## src/rtl/alu_pkg.sv

```systemverilog
`default_nettype none
// +--------------------------------------------------------------------+
// | alu_pkg: ALU function codes, R-type funct fields, NOP helper       |
// | Revision: 1.0                                                      |
// +--------------------------------------------------------------------+
package alu_pkg;

   // 3-bit function codes driven by ALU control
   localparam logic [2:0] ALU_AND = 3'b000;
   localparam logic [2:0] ALU_OR  = 3'b001;
   localparam logic [2:0] ALU_ADD = 3'b010;
   localparam logic [2:0] ALU_NOP = 3'b011;
   localparam logic [2:0] ALU_SUB = 3'b110;
   localparam logic [2:0] ALU_SLT = 3'b111;

   // R-type funct fields shared with ALU control
   localparam logic [5:0] FUNCT_ADD = 6'h20;
   localparam logic [5:0] FUNCT_SUB = 6'h22;
   localparam logic [5:0] FUNCT_AND = 6'h24;
   localparam logic [5:0] FUNCT_OR  = 6'h25;
   localparam logic [5:0] FUNCT_SLT = 6'h2A;

   // Anything that is not one of the five real operations behaves as NOP.
   function automatic logic is_nop(input logic [2:0] func);
      logic real_op;
      real_op = (func == ALU_ADD) || (func == ALU_SUB) || (func == ALU_AND) ||
                (func == ALU_OR)  || (func == ALU_SLT);
      return !real_op;
   endfunction

endpackage : alu_pkg
`default_nettype wire

```

## src/rtl/alu_core.sv

```systemverilog
`default_nettype none
// +--------------------------------------------------------------------+
// | alu_core: combinational ALU (result, zero, overflow)               |
// | Optional: ALU_EX_OVF_EN adds signed-overflow output                |
// | Revision: 1.0                                                      |
// +--------------------------------------------------------------------+
module alu_core
   import alu_pkg::*;
#(
   parameter int WIDTH = 32
) (
   input  logic [2:0]       alu_func,
   input  logic [WIDTH-1:0] op_a,
   input  logic [WIDTH-1:0] op_b,
   output logic [WIDTH-1:0] result,
`ifdef ALU_EX_OVF_EN
   output logic             ovf,
`endif
   output logic             zero
);

   logic [WIDTH-1:0] w_sum;
   logic [WIDTH-1:0] w_diff;
   logic             w_lt;

   assign w_sum  = op_a + op_b;
   assign w_diff = op_a - op_b;
   assign w_lt   = $signed(op_a) < $signed(op_b);

   always_comb begin
      result = '0;
      case (alu_func)
         ALU_ADD: result = w_sum;
         ALU_SUB: result = w_diff;
         ALU_AND: result = op_a & op_b;
         ALU_OR:  result = op_a | op_b;
         ALU_SLT: result = {{(WIDTH-1){1'b0}}, w_lt};
         default: result = '0;
      endcase
   end

   assign zero = (result == '0);

`ifdef ALU_EX_OVF_EN
   // ADD: like signs in, unlike sign out. SUB: unlike signs in, result sign departs from op_a.
   always_comb begin
      ovf = 1'b0;
      case (alu_func)
         ALU_ADD: ovf = (op_a[WIDTH-1] == op_b[WIDTH-1]) && (w_sum[WIDTH-1]  != op_a[WIDTH-1]);
         ALU_SUB: ovf = (op_a[WIDTH-1] != op_b[WIDTH-1]) && (w_diff[WIDTH-1] != op_a[WIDTH-1]);
         default: ovf = 1'b0;
      endcase
   end
`endif

endmodule : alu_core
`default_nettype wire

```

## src/rtl/alu_ex_stage.sv

```systemverilog
`default_nettype none
// +--------------------------------------------------------------------+
// | alu_ex_stage: MIPS execute stage with EX/MEM pipeline register     |
// | Optional: ALU_EX_OVF_EN adds ovf output and overflow write-kill    |
// | Revision: 1.0                                                      |
// +--------------------------------------------------------------------+
module alu_ex_stage
   import alu_pkg::*;
#(
   parameter int WIDTH   = 32,
   parameter int RADDR_W = 5
) (
   input  logic               clk,
   input  logic               rst,
   input  logic               stall,
   input  logic               flush,
   input  logic               in_valid,
   input  logic [2:0]         alu_func,
   input  logic [WIDTH-1:0]   op_a,
   input  logic [WIDTH-1:0]   op_b,
   input  logic [RADDR_W-1:0] dest_in,
   input  logic               wen_in,
   output logic               out_valid,
   output logic [WIDTH-1:0]   result,
   output logic               zero,
   output logic [RADDR_W-1:0] dest_out,
`ifdef ALU_EX_OVF_EN
   output logic               ovf,
`endif
   output logic               wen_out
);

   logic [WIDTH-1:0]   w_result;
   logic               w_zero;
   logic               w_wen_eff;

   logic               valid_q,  valid_d;
   logic [WIDTH-1:0]   result_q, result_d;
   logic               zero_q,   zero_d;
   logic [RADDR_W-1:0] dest_q,   dest_d;
   logic               wen_q,    wen_d;

`ifdef ALU_EX_OVF_EN
   logic               w_ovf;
   logic               ovf_q, ovf_d;
`endif

   alu_core #(
      .WIDTH    (WIDTH)
   ) u_alu_core (
      .alu_func (alu_func),
      .op_a     (op_a),
      .op_b     (op_b),
      .result   (w_result),
`ifdef ALU_EX_OVF_EN
      .ovf      (w_ovf),
`endif
      .zero     (w_zero)
   );

   // Writes to r0 and from NOP/invalid slots never reach the register file.
`ifdef ALU_EX_OVF_EN
   assign w_wen_eff = in_valid & wen_in & ~is_nop(alu_func) & (dest_in != '0) & ~w_ovf;
`else
   assign w_wen_eff = in_valid & wen_in & ~is_nop(alu_func) & (dest_in != '0);
`endif

   always_comb begin
      valid_d  = valid_q;
      result_d = result_q;
      zero_d   = zero_q;
      dest_d   = dest_q;
      wen_d    = wen_q;
`ifdef ALU_EX_OVF_EN
      ovf_d    = ovf_q;
`endif
      if (flush) begin
         valid_d  = 1'b0;
         result_d = '0;
         zero_d   = 1'b0;
         dest_d   = '0;
         wen_d    = 1'b0;
`ifdef ALU_EX_OVF_EN
         ovf_d    = 1'b0;
`endif
      end else if (!stall) begin
         valid_d  = in_valid;
         result_d = w_result;
         zero_d   = w_zero;
         dest_d   = dest_in;
         wen_d    = w_wen_eff;
`ifdef ALU_EX_OVF_EN
         ovf_d    = w_ovf;
`endif
      end
   end

   always_ff @(posedge clk) begin
      if (rst) begin
         valid_q  <= 1'b0;
         result_q <= '0;
         zero_q   <= 1'b0;
         dest_q   <= '0;
         wen_q    <= 1'b0;
`ifdef ALU_EX_OVF_EN
         ovf_q    <= 1'b0;
`endif
      end else begin
         valid_q  <= valid_d;
         result_q <= result_d;
         zero_q   <= zero_d;
         dest_q   <= dest_d;
         wen_q    <= wen_d;
`ifdef ALU_EX_OVF_EN
         ovf_q    <= ovf_d;
`endif
      end
   end

   assign out_valid = valid_q;
   assign result    = result_q;
   assign zero      = zero_q;
   assign dest_out  = dest_q;
   assign wen_out   = wen_q;
`ifdef ALU_EX_OVF_EN
   assign ovf       = ovf_q;
`endif

endmodule : alu_ex_stage
`default_nettype wire

```

## config.mk

```make
export PLATFORM = sky130hd
export DESIGN_NAME = alu_ex_stage
export DESIGN_NICKNAME = d
export VERILOG_FILES = /design/src/rtl/alu_pkg.sv /design/src/rtl/alu_core.sv /design/src/rtl/alu_ex_stage.sv
export SDC_FILE = /design/constraint.sdc
export NUM_CORES = 1
export LEC_CHECK = 0
export BUFFER_PORTS_ARGS = -buffer_cell sky130_fd_sc_hd__buf_2
export CORE_UTILIZATION = 58
export CTS_BUF_LIST = sky130_fd_sc_hd__clkbuf_4 sky130_fd_sc_hd__clkbuf_8 sky130_fd_sc_hd__clkbuf_16
export DETAILED_ROUTE_END_ITERATION = 10
export PLACE_DENSITY = 0.89
export RECOVER_POWER = 100
export SETUP_SLACK_MARGIN = 0.05
export SLEW_MARGIN = 20
export SYNTH_ARGS = -nofsm -noshare
export SYNTH_HDL_FRONTEND = slang
export SYNTH_HIERARCHICAL = 1
export SYNTH_SLANG_ARGS = --single-unit
```

## constraint.sdc

```tcl
create_clock -name clk -period 5.4 [get_ports clk]
set_input_delay 0.54 -clock clk [delete_from_list [all_inputs] [get_ports clk]]
set_output_delay 0.54 -clock clk [all_outputs]
set_load 0.01 [all_outputs]
```

==> reports/metrics.yaml <==
outcome:
  outcome: "finished, violations left"
  failed_checks: "capacitance limit, slew limit"
timing:
  finalSetupViolCount: 0
  skew_ps: 0
  maxClockFrequency_mhz: 213
  whs_ps: 479
  fin_crit_sh_pct: 87.0
  rsz0062_at_grt: "no"
  slew_headroom_pct: -84.3
  setup_tns_ps: 0
  final_hold_viol_count: 0
  tightest_slew_ps: 2760
  maxSlewViolCount: 42
  period_minus_slack_ps: 4700
logic_synthesis:
  synth_area_leaders: "ha_1 21%, dfxtp_1 12%, mux2i_1 7.9%"
  yosysSeqAreaShare_pct: 12.2
  yosysTopAreaCell: "ha_1"
  netlist_instances: 918
  synth_top_area_share_pct: 20.7
  synth_edf_count: 0
  synth_cell_type_count: 72
  yosys.cell_count.top_type: "ha_1"
  synth-seq-cells: 40
  synth.net_count: 1107
  synth_common_cells: "109 x ha_1, 106 x inv_1, 100 x nor2_1, 73 x a21oi_1, 52 x mux2i_1"
  ys.flop_type: "dfxtp_1"
  syn_area_per_cell_sq_um: 7.16
  yosysWarnings: 6
  synth_async_sr_flop_share_pct: 0
  syn_area_sq_um: 6570
layout:
  syn_to_final_growth_pct: 10.8
  drive_gt1_share_pct: 10.3
  seq_area_sq_um: 801
  multi_input_area_sq_um: 5150
  n_antenna_cell: 0
  fillCellCount: 1015
  finish.net_count: 1186
die:
  die_w_um: 108
  boundaryPins: 118
  fp.coreArea_sq_um: 10900
  rows: 38
  die_y_um: 108
  initial_utilization_pct: 60.1
  die_area_sq_um: 11800
critical_path:
  worst-endpoint-required_ps: 5610
  start_kind: "input port"
  critPathCaptureType: "flip-flop"
  r2r-start: "result[11]$_SDFFE_PP0N_"
  worstPathCellList: "buf_2 -> inv_1 -> ha_1 -> or2_1 -> a221oi_1 -> a21oi_1 -> a221oi_1 -> a31oi_1 -> xor2_1 -> a2111oi_0 -> or4b_1 -> or4_1 -> nor4_1 -> nand4b_1 -> nor4_1 -> mux2i_1 -> nor2_1"
  cpPeakStageDelay_ps: 490
  r2r_setup_slack_ps: 4680
  cp_max_fo: 5
  worstSetupPathType: "input port to flip-flop"
  rr_worst_depth: 2
  crit_arrival_ps: 4910
  reg2reg_to: "result[11]$_SDFFE_PP0N_"
  cp_slowest_cell: "a2111oi_0"
cts:
  cts_setup_buffers: 0
  cts_root_buffer: "clkbuf_16"
  numClockSinks: 40
  worstSkewPairLatency_ps: 270
  ctsHoldBuffers: 0
  cts_buffers: 5
  cts_max_level: 2
  cts_tree: "built"
  cts_resized: 0
  clk_path_buf_depth: 2
  clk_pin_slew_worst_paths_ps: 60
power_and_ir_drop:
  p_total_uw: 1300
  ir_drop_uv: 195
  p_per_area_nw_per_um2: 178
  p_leak_uw: 0.00352
route:
  dr.pass1.iters: 5
  remaining_drc_errors: 0
  ant_nets: 0
  drt_iter0_markers: 785
  wirelength_mm: 19.6
  viasPerCell: 6.23
  wl_per_cell_um: 17.2
  vias: 7093
run:
  maxCapViolations: 1
place:
  place_hpwl_mm: 15.4
  place.gp.congestion: 1.05
  numPortBuffers: 117
min_path:
  hold_depth: 2
  hold_end: "wen_out$_SDFFE_PP0N_"
  worstHoldStart: "wen_out$_SDFFE_PP0N_"
  min_path_type: "flip-flop to flip-flop"
global_route:
  grtUsageTotal_pct: 33.0
  overflow: 0
  grt_pass1_wl_mm: 30.9
  grt_pass1_vias: 6292
  antenna_found_initial: 0
  grt_max_degree: 46
## layer usage
layer | vias to the layer above | part of all wire, % | GRT usage, %
met5 | - | 0 | 0
met4 | 0 | 2.2 | 8.49
met3 | 41 | 9.9 | 4.94
met2 | 416 | 44 | 53.8
met1 | 3233 | 44 | 45.1
li1 | 3403 | - | -
## flip-flops by register name, summed over array words and instances, names as in the netlist
signal     count
result        32
dest_out       5
out_valid      1
wen_out        1
zero           1
## placed cells by master, fill, tap and decap left out, types with 10 or more instances in the layout
master	n
nor2_1	100
mux2i_1	52
xnor2_1	21
nor3_1	20
dfxtp_1	40
a211oi_1	12
nor2b_1	12
a31oi_1	10
inv_1	106
a21oi_1	73
a21o_1	15
o21ai_0	49
nand3_1	25
ha_1	109
nand2_1	48
clkbuf_1	43
o22ai_1	20
buf_2	74
nand2b_1	11
## cell families after synthesis
| family | count (synthesis) | synth area share, % |
|---|---|---|
| compound gates | 260 | 25.5 |
| xor+xnor | 25 | 3.33 |
| fa+ha+maj | 111 | 21.4 |
| buf+inv | 158 | 9.36 |
| flops | 40 | 12.2 |
| mux | 54 | 8.26 |
| simple gates | 270 | 20.0 |
## through the flow
stage,worst slack [ps],cell area (sq um),instances,util [%]
2_1_floorplan,1380,6570,918,-
3_3_place_gp,790,7170,1130,65.6
3_5_place_dp,635,7170,1130,65.6
4_1_cts,918,7350,1138,67.2
5_1_grt,346,7290,1138,66.6
6_report,700,7290,1138,66.6
## worst max-delay path: cells and delay by family
family	cells	cell delay, ps
buffers and inverters	2	220
adder cells (fa/ha/maj)	1	300
multiplexers	1	110
AO/OA/AOI/OAI	5	1540
XOR/XNOR	1	180
AND/OR/NAND/NOR	7	2010
## layout make-up
cell class | instances | share of cell area, %
clock buffers | 6 | 1.91
clock inverters | 2 | 0.532
inverters | 106 | 5.46
multi-input cells | 720 | 70.7
flip-flops and latches | 40 | 11.0
well taps | 140 | 2.40
repair buffers | 124 | 8.02
## worst max path at each step
stage	from	endpoint	slack [ps]	cells past startpoint
after floorplan	op_a[0]	zero$_SDFFE_PP0N_	1380	16
after global placement	op_a[0]	zero$_SDFFE_PP0N_	790	19
after detailed placement	op_a[1]	zero$_SDFFE_PP0N_	630	17
after CTS	op_a[1]	zero$_SDFFE_PP0N_	920	17
after global routing	op_a[4]	zero$_SDFFE_PP0N_	350	16
final	op_a[1]	zero$_SDFFE_PP0N_	700	17
## power breakdown
part | switching [uW] | internal (uW)
Combinational | 394 | 247
Sequential | 6.16 | 304
Clock | 118 | 231
Total | 517 | 782
Note: power is estimated with default switching activity, not from simulation.
